$ cat src/rtl/button_event_arbiter_if.sv
// Event handshake between button_event_arbiter (master) and its consumer (slave).
interface button_event_arbiter_if #(
  parameter int ID_W = 3
) ();
  logic            event_valid;
  logic            event_ready;
  logic [ID_W-1:0] event_id;

  modport master (output event_valid, output event_id, input event_ready);
  modport slave  (input event_valid, input event_id, output event_ready);
endinterface

$ cat src/rtl/button_event_arbiter.sv
// Round-robin serialiser of debounced button press pulses onto a valid/ready event stream.
// Optional macro BTN_ARB_DROP_CNT_EN adds a saturating lost-press counter (drop_count).
module button_event_arbiter #(
  parameter int N_BTN  = 5,
  parameter int ID_W   = 3,
  parameter int DROP_W = 8
) (
  input  logic                   clk_in,
  input  logic                   reset_in,
  input  logic [N_BTN-1:0]       pulse_in,
  button_event_arbiter_if.master ev,
  output logic [N_BTN-1:0]       pending_out,
  output logic                   busy
`ifdef BTN_ARB_DROP_CNT_EN
  ,
  output logic [DROP_W-1:0]      drop_count
`endif
);

  if (N_BTN < 2 || N_BTN > 16 || (1 << ID_W) < N_BTN || DROP_W < 1 || DROP_W > 32) begin : g_param_check
    $error("button_event_arbiter: illegal parameter combination");
  end

  typedef enum logic {IDLE, OFFER} state_t;

  state_t           state;
  logic             valid_r;
  logic [ID_W-1:0]  id_r;
  logic [ID_W-1:0]  rr_ptr;
  logic [N_BTN-1:0] pending;

  logic             load;
  logic             found;
  logic [ID_W-1:0]  winner;
  logic [N_BTN-1:0] win_oh;
  logic [N_BTN-1:0] clr;
  int unsigned      idx;

  // Walk the offsets from farthest to nearest so the nearest set bit after rr_ptr is the last write.
  always_comb begin
    found  = 1'b0;
    winner = '0;
    win_oh = '0;
    idx    = 0;
    for (int unsigned k = N_BTN; k >= 1; k--) begin
      idx = (32'(rr_ptr) + k) % 32'(N_BTN);
      if (pending[idx]) begin
        found       = 1'b1;
        winner      = ID_W'(idx);
        win_oh      = '0;
        win_oh[idx] = 1'b1;
      end
    end
  end

  assign load = (state == IDLE) || (valid_r && ev.event_ready);
  assign clr  = (load && found) ? win_oh : '0;

  always_ff @(posedge clk_in) begin
    if (reset_in) begin
      state   <= IDLE;
      valid_r <= 1'b0;
      id_r    <= '0;
      rr_ptr  <= ID_W'(N_BTN - 1);
      pending <= '0;
    end else begin
      pending <= (pending & ~clr) | pulse_in;
      if (load) begin
        if (found) begin
          state   <= OFFER;
          valid_r <= 1'b1;
          id_r    <= winner;
          rr_ptr  <= winner;
        end else begin
          state   <= IDLE;
          valid_r <= 1'b0;
        end
      end
    end
  end

  assign ev.event_valid = valid_r;
  assign ev.event_id    = id_r;
  assign pending_out    = pending;
  assign busy           = valid_r | (|pending);

`ifdef BTN_ARB_DROP_CNT_EN
  localparam longint unsigned DROP_MAX = (64'd1 << DROP_W) - 64'd1;

  logic [N_BTN-1:0]  drops;
  logic [DROP_W-1:0] drop_cnt_r;
  logic [DROP_W-1:0] drop_next;
  longint unsigned   drop_sum;

  // A press is lost only if its latch is already full and is not being emptied this edge.
  assign drops = pulse_in & pending & ~clr;

  always_comb begin
    drop_sum = 64'(drop_cnt_r);
    for (int unsigned i = 0; i < N_BTN; i++) begin
      drop_sum = drop_sum + 64'(drops[i]);
    end
    drop_next = (drop_sum > DROP_MAX) ? '1 : DROP_W'(drop_sum);
  end

  always_ff @(posedge clk_in) begin
    if (reset_in) begin
      drop_cnt_r <= '0;
    end else begin
      drop_cnt_r <= drop_next;
    end
  end

  assign drop_count = drop_cnt_r;
`endif

endmodule

$ cat src/flat_wrapper.sv
// flat-port wrapper written by rule: the top's interface ports become plain ports
module button_event_arbiter_flat 
#(
  parameter int N_BTN  = 5,
  parameter int ID_W   = 3,
  parameter int DROP_W = 8
)
  (clk_in, reset_in, pulse_in, pending_out, busy, ev_event_valid, ev_event_id, ev_event_ready);
  button_event_arbiter_if #(.ID_W(ID_W)) ev_i ();
  input  logic clk_in;
  input  logic reset_in;
  input  logic [N_BTN-1:0] pulse_in;
  output logic [N_BTN-1:0] pending_out;
  output logic busy;
  output wire logic [$bits(ev_i.event_valid)-1:0] ev_event_valid;
  output wire logic [$bits(ev_i.event_id)-1:0] ev_event_id;
  input wire logic [$bits(ev_i.event_ready)-1:0] ev_event_ready;
  assign ev_event_valid = ev_i.event_valid;
  assign ev_event_id = ev_i.event_id;
  assign ev_i.event_ready = ev_event_ready;
  button_event_arbiter #(.N_BTN(N_BTN), .ID_W(ID_W), .DROP_W(DROP_W)) u_core (.clk_in(clk_in), .reset_in(reset_in), .pulse_in(pulse_in), .ev(ev_i), .pending_out(pending_out), .busy(busy));
endmodule
$ cat config.mk
export PLATFORM = sky130hd
export DESIGN_NAME = button_event_arbiter_flat
export DESIGN_NICKNAME = d
export VERILOG_FILES = /design/src/rtl/button_event_arbiter_if.sv /design/src/rtl/button_event_arbiter.sv /design/src/flat_wrapper.sv
export SDC_FILE = /design/constraint.sdc
export NUM_CORES = 1
export LEC_CHECK = 0
export BUFFER_PORTS_ARGS = -buffer_cell sky130_fd_sc_hd__buf_4
export CAP_MARGIN = 10
export CORE_ASPECT_RATIO = 0.7
export CORE_UTILIZATION = 64
export DETAILED_ROUTE_END_ITERATION = 6
export PLACE_DENSITY = 0.83
export SLEW_MARGIN = 20
export SYNTH_ARGS = -nofsm -noshare
export SYNTH_HDL_FRONTEND = slang
export SYNTH_SLANG_ARGS = --single-unit
$ cat constraint.sdc
create_clock -name clk_in -period 12.8 [get_ports clk_in]
set_clock_uncertainty 0.05 [all_clocks]
set_input_delay 1.28 -clock clk_in [delete_from_list [all_inputs] [get_ports clk_in]]
set_output_delay 1.28 -clock clk_in [all_outputs]
set_load 0.05 [all_outputs]
Yosys cells after proc, flatten, opt, wreduce, memory -nomap -nowiden:

Index checks and enable logic that the tools add are counted.

* flip-flop bits (word level): 12
* input port bits: 8
* logic and storage cells: 76

* add/subtract/negate cells: 5
* divide/modulo/power cells: 5
* order comparisons: 10
* multiplexer cells: 37
* bitwise logic cells: 5
* reductions and logical operators: 10

Operator list (count)
* >= comparator 32 x 1 -> 1 bit, second input constant: 5
* < comparator 32 x 4 -> 1 bit, second input constant: 5
* modulo 32 x 3 -> 32 bit, second input constant: 5
* two-way mux 5 bit: 6
* two-way mux 1 bit: 16
* binary-select mux 1 bit (select 3 bit): 5
* demux 1 bit (select 3 bit): 5
* two-way mux 3 bit: 5
* adder 3 x 2 -> 4 bit, second input constant: 2
* adder 3 x 3 -> 4 bit, second input constant: 2
* logical AND 1 bit: 7
* bitwise AND 5 bit: 1
* NOT 5 bit: 1
* bitwise OR 5 bit: 1
* OR reduction 5 bit: 1
* adder 3 x 1 -> 4 bit, second input constant: 1
* AND reduction 2 bit: 1
* logical OR 1 bit: 1
* NOT 1 bit: 1
* bitwise OR 1 bit: 1

Logic depth before layout (Yosys ltp):

* depth in word-level cells: 15
* mapped depth: 25
* gate-level depth less buffers: 18

Worst setup path after synthesis:

No wires, ideal clock.

* path type: register -> register
* from: register u_core.rr_ptr[0]
* to: register u_core.id_r[2] (netlist: u_core.ev.event_id[2])
* library setup time: 0.134 ns
* arrival time: 5.553 ns
* setup slack: 7.062 ns
* stages on the path, launching flop included: 25
* period minus slack after synthesis: 5.738 ns
* path through: dfxtp_1 -> buf_4 -> buf_2 -> clkinv_1 -> clkbuf_1 -> ha_1 -> buf_2 -> buf_2 -> clkinv_1 -> ha_1 -> nor2_1 -> a21oi_1 -> xnor2_1 -> ha_1 -> clkbuf_1 -> inv_1 -> nor2_1 -> o32ai_2 -> mux2i_2 -> mux2i_1 -> o22ai_2 -> or4_4 -> o21ai_4 -> nor2b_1 -> nor3_2

* cells in the longest elaborated chain, start to end: 10

Ends and longest elaborated chain
* start, declared: RTL line button_event_arbiter.sv:29 `logic [ID_W-1:0] rr_ptr;`
* start signal, assigned: RTL line button_event_arbiter.sv:64 `rr_ptr <= ID_W'(N_BTN - 1);`
* start signal, assigned: RTL line button_event_arbiter.sv:73 `rr_ptr <= winner;`
* adder 3 x 3 -> 4 bit: RTL line button_event_arbiter.sv:46 `idx = (32'(rr_ptr) + k) % 32'(N_BTN);`
* modulo 32 x 3 -> 32 bit: RTL line button_event_arbiter.sv:46
* binary-select mux 1 bit (select 3 bit): RTL line button_event_arbiter.sv:47 `if (pending[idx]) begin`
* two-way mux 1 bit (not written as such): RTL line button_event_arbiter.sv:47
* two-way mux 1 bit (5 in series): RTL line button_event_arbiter.sv:47
* AND reduction 2 bit (no line)
* end signal, assigned: RTL line button_event_arbiter.sv:72 `id_r <= winner;`
* end, declared: RTL line button_event_arbiter.sv:28 `logic [ID_W-1:0] id_r;`

Parallel ways exist; a longest one is shown, timed or not. The select of a mux whose other input is x is not followed.
A chain may end at the register's enable or synchronous reset.

Worst setup path after layout:

* from: register u_core.rr_ptr[1]
* to: register u_core.pending[3] (netlist: u_core.pending_out[3])

* cells in the longest elaborated chain, start to end: 15

Ends and longest elaborated chain
* adder 3 x 3 -> 4 bit: RTL line button_event_arbiter.sv:46
* modulo 32 x 3 -> 32 bit: RTL line button_event_arbiter.sv:46
* >= comparator 32 x 1 -> 1 bit (not written as such) or < comparator 32 x 4 -> 1 bit (tied branches): RTL line button_event_arbiter.sv:51 `win_oh[idx] = 1'b1;`
* logical AND 1 bit (not written as such): RTL line button_event_arbiter.sv:51
* two-way mux 1 bit (not written as such): RTL line button_event_arbiter.sv:51
* demux 1 bit (select 3 bit)
* two-way mux 5 bit (5 in series): RTL line button_event_arbiter.sv:47
* two-way mux 5 bit *: RTL line button_event_arbiter.sv:57 `assign clr = (load && found) ? win_oh : '0;`
* NOT 5 bit *: RTL line button_event_arbiter.sv:67 `pending <= (pending & ~clr) | pulse_in;`
* bitwise AND 5 bit *: RTL line button_event_arbiter.sv:67
* bitwise OR 5 bit *: RTL line button_event_arbiter.sv:67
* end signal, assigned: RTL line button_event_arbiter.sv:67
* end, declared: RTL line button_event_arbiter.sv:30 `logic [N_BTN-1:0] pending;`

Mark *: on every way between the ends. The rest lies on a longest branch, timed or not. The select of a mux whose other input is x is not followed.

==> flow_summary.ini <==
[worst_setup_path]
crit_type = reg2reg
cp_max_fo = 28
crit_path_frequent_cell = ha_1
crit_path_start_kind = register
cp.arrival_ns = 6.87
critPathSlowestCell = ha_1
cp-end-kind = register
crit_chain = inv_2 > ha_1 > clkinv_1 > ha_1 > nor2_1 > a21oi_1 > xnor2_1 > ha_1 > inv_1 > nor2_1 > o32ai_2 > mux2i_2 > mux2i_1 > o22ai_2 > or4_4 > o21ai_4 > nor3_2 > a211oi_2
critical-path-max-stage-delay_ns = 0.94
required_ns = 12.91

[drt]
first_iter_violations = 367
dr.pass1.iters = 5
final_antenna_net_count = 0
vias_per_cell = 7.00
drc = 0
via_count = 3551
routed_wl_mm = 9.48
routedWlPerCell_um = 18.7

[sta]
report.final.slew_viol_count = 0
setup_viol = 0
slew_headroom_pct = 37.6
final-hold-violation-count = 0
fin_crit_ns = 6.76
period_share_pct = 52.8
finalSetupTns_ns = 0
max_freq_ghz = 0.148
tightest_slew_ns = 0.933
grt_setup_unrepaired = no

[cts]
clk_pin_slew_worst_paths_ns = 0.05
hold_buffers = 0
cts_setup_buffers = 0
cts_tree = yes
ctsResizeCount = 0
clkLatencyLatePin_ns = 0.24
cts_buffers = 3
cts_root_buf = clkbuf_8
htreeDepth = 1
clockBufferDepth = 2
clock_sinks = 10

[synthesis]
synthCells = 448
synth_fp_nets = 486
synth_top_area_cell = ha_1
ys_types = 92
synth_seq_cells = 10
synth_top_area_share_pct = 11.6
ys_top_cells_by_area = ha_1 (12%), dfxtp_1 (6.2%), mux2i_1 (5.5%)
synth_edf_count = 0
ys_async_sr_fraction_pct = 0
synth_seq_area_share_pct = 6.16
synth.cell_area_um2 = 3250
syn_area_per_cell_um2 = 7.25
yosys_warnings = 0
synth_flop_cell = dfxtp_1

[place]
io_buffers = 17
dpl.hpwl_mm = 7.04
gp_congestion = 0.951
placed_area_um2 = 3310

[die]
core_um2 = 4830
die_height_um = 61.6
die_x_um = 87.2
boundaryPins = 18
initial_core_util_pct = 67.2
rows = 21
dieArea_um2 = 5370

[finish]
final_cell_area_um2 = 3370
antenna_cells = 0
drive_gt1_share_pct = 14.2
final_nets = 477
synthToLayoutAreaGrowth_pct = 3.66

[global_route]
grt_overflow = 0
antenna_found_initial = 0
grt_start_max_net_pins = 52
grt_use_total_pct = 36.1
grt_pass1_wl_mm = 15.0
grt_pass1_vias = 3063

[worst_hold_path]
hp-class = reg2reg

[job]
maxCapViolations = 0

[status]
status = finished clean
## Yosys cell counts, drive strengths merged, types with 4 or more instances
| cell | instances |
|---|---|
| o21ai | 26 |
| a31oi | 6 |
| o211ai | 12 |
| or4 | 4 |
| mux2 | 4 |
| nand3 | 17 |
| nor3 | 20 |
| dfxtp | 10 |
| a21oi | 29 |
| o21a | 5 |
| nand2b | 11 |
| o32ai | 4 |
| nand4 | 4 |
| nor2 | 39 |
| nand2 | 30 |
| and2 | 5 |
| o221ai | 4 |
| mux2i | 19 |
| a2111oi | 6 |
| ha | 30 |
| a221o | 4 |
| nor4 | 4 |
| xnor2 | 7 |
| a21o | 6 |
| clkbuf | 11 |
| o22ai | 4 |
| o21bai | 4 |
| a211oi | 11 |
| buf | 22 |
| inv | 26 |
## worst max-delay path, delay by kind of cell, from the launching register on
kind / cells / cell delay (ns)
adders and majority gates: 3 / 1.60
AOI/OAI and AO/OA: 5 / 1.27
and+or+nand+nor: 4 / 1.01
buffers and inverters: 3 / 0.96
muxes: 2 / 0.79
DFF: 1 / 0.76
xor gates and xnor gates: 1 / 0.24
## layout make-up
cell class                 instances  area, um2
clock buffer                       4       55.1
inverter                          28        105
timing repair buffer              19        143
sequential                        10        201
fill                             436       1470
multi-input combinational        377       2780
tap                               69       86.3
## per-layer routing
| metal | GRT usage, % | vias up | part of all wire (%) |
|---|---|---|---|
| li1 | - | 1677 | - |
| met1 | 50.6 | 1687 | 47 |
| met2 | 58.9 | 166 | 44 |
| met3 | 4.56 | 21 | 7.4 |
| met4 | 10.8 | 0 | 1.9 |
| met5 | 0 | - | 0 |
## state kept, by name (all words and copies together) (netlist names)
| name | count |
|---|---|
| u_core.rr_ptr | 3 |
| u_core.state | 1 |
| u_core.ev.event_id | 1 |
| u_core.pending_out | 5 |
## worst paths after layout
kind / startpoint / endpoint / slack, ns / cells after the start
max: u_core.rr_ptr[1] / u_core.pending_out[3] / 6.04 / 18
min: u_core.ev.event_id[2] / u_core.ev.event_id[2] / 0.52 / 2
max reg2reg: u_core.rr_ptr[1] / u_core.pending_out[3] / 6.04 / 18
min reg2reg: u_core.ev.event_id[2] / u_core.ev.event_id[2] / 0.52 / 2
## placed cells by master, fill, tap and decap left out, types with 7 or more instances in the layout
cell,Yosys,routed
nand2b_1,11,11
xnor2_1,7,7
o21ai_1,7,7
dfxtp_1,10,9
nor3_1,18,18
o21ai_0,17,17
inv_1,23,23
mux2i_1,18,18
o211ai_1,11,11
nand3_1,16,16
a21oi_1,28,28
buf_4,7,19
nand2_1,30,30
nor2_1,38,38
ha_1,30,30
## logic make-up after synthesis
kind of cell,after synthesis,synth area share [%]
compound gates,158,38.0
xor+xnor,10,2.93
fa+ha+maj,30,11.6
buf+inv,61,8.36
flops,10,6.16
mux,24,8.28
simple gates,155,24.7
## stage by stage
step / setup slack (ns) / hold slack [ns] / std cells / util [%]
after floorplan: 7.06 / 0.694 / 448 / -
after global placement: 6.56 / 0.485 / 503 / 68.5
after detailed placement: 6.14 / 0.506 / 503 / 68.5
after CTS: 6.11 / 0.520 / 507 / 69.7
after global routing: 5.52 / 0.556 / 507 / 69.7
final: 6.04 / 0.519 / 507 / 69.7
Power is left out: the tool's default activity adds up to more than one toggle a clock period on the data nets, which glitch-free logic cannot reach.
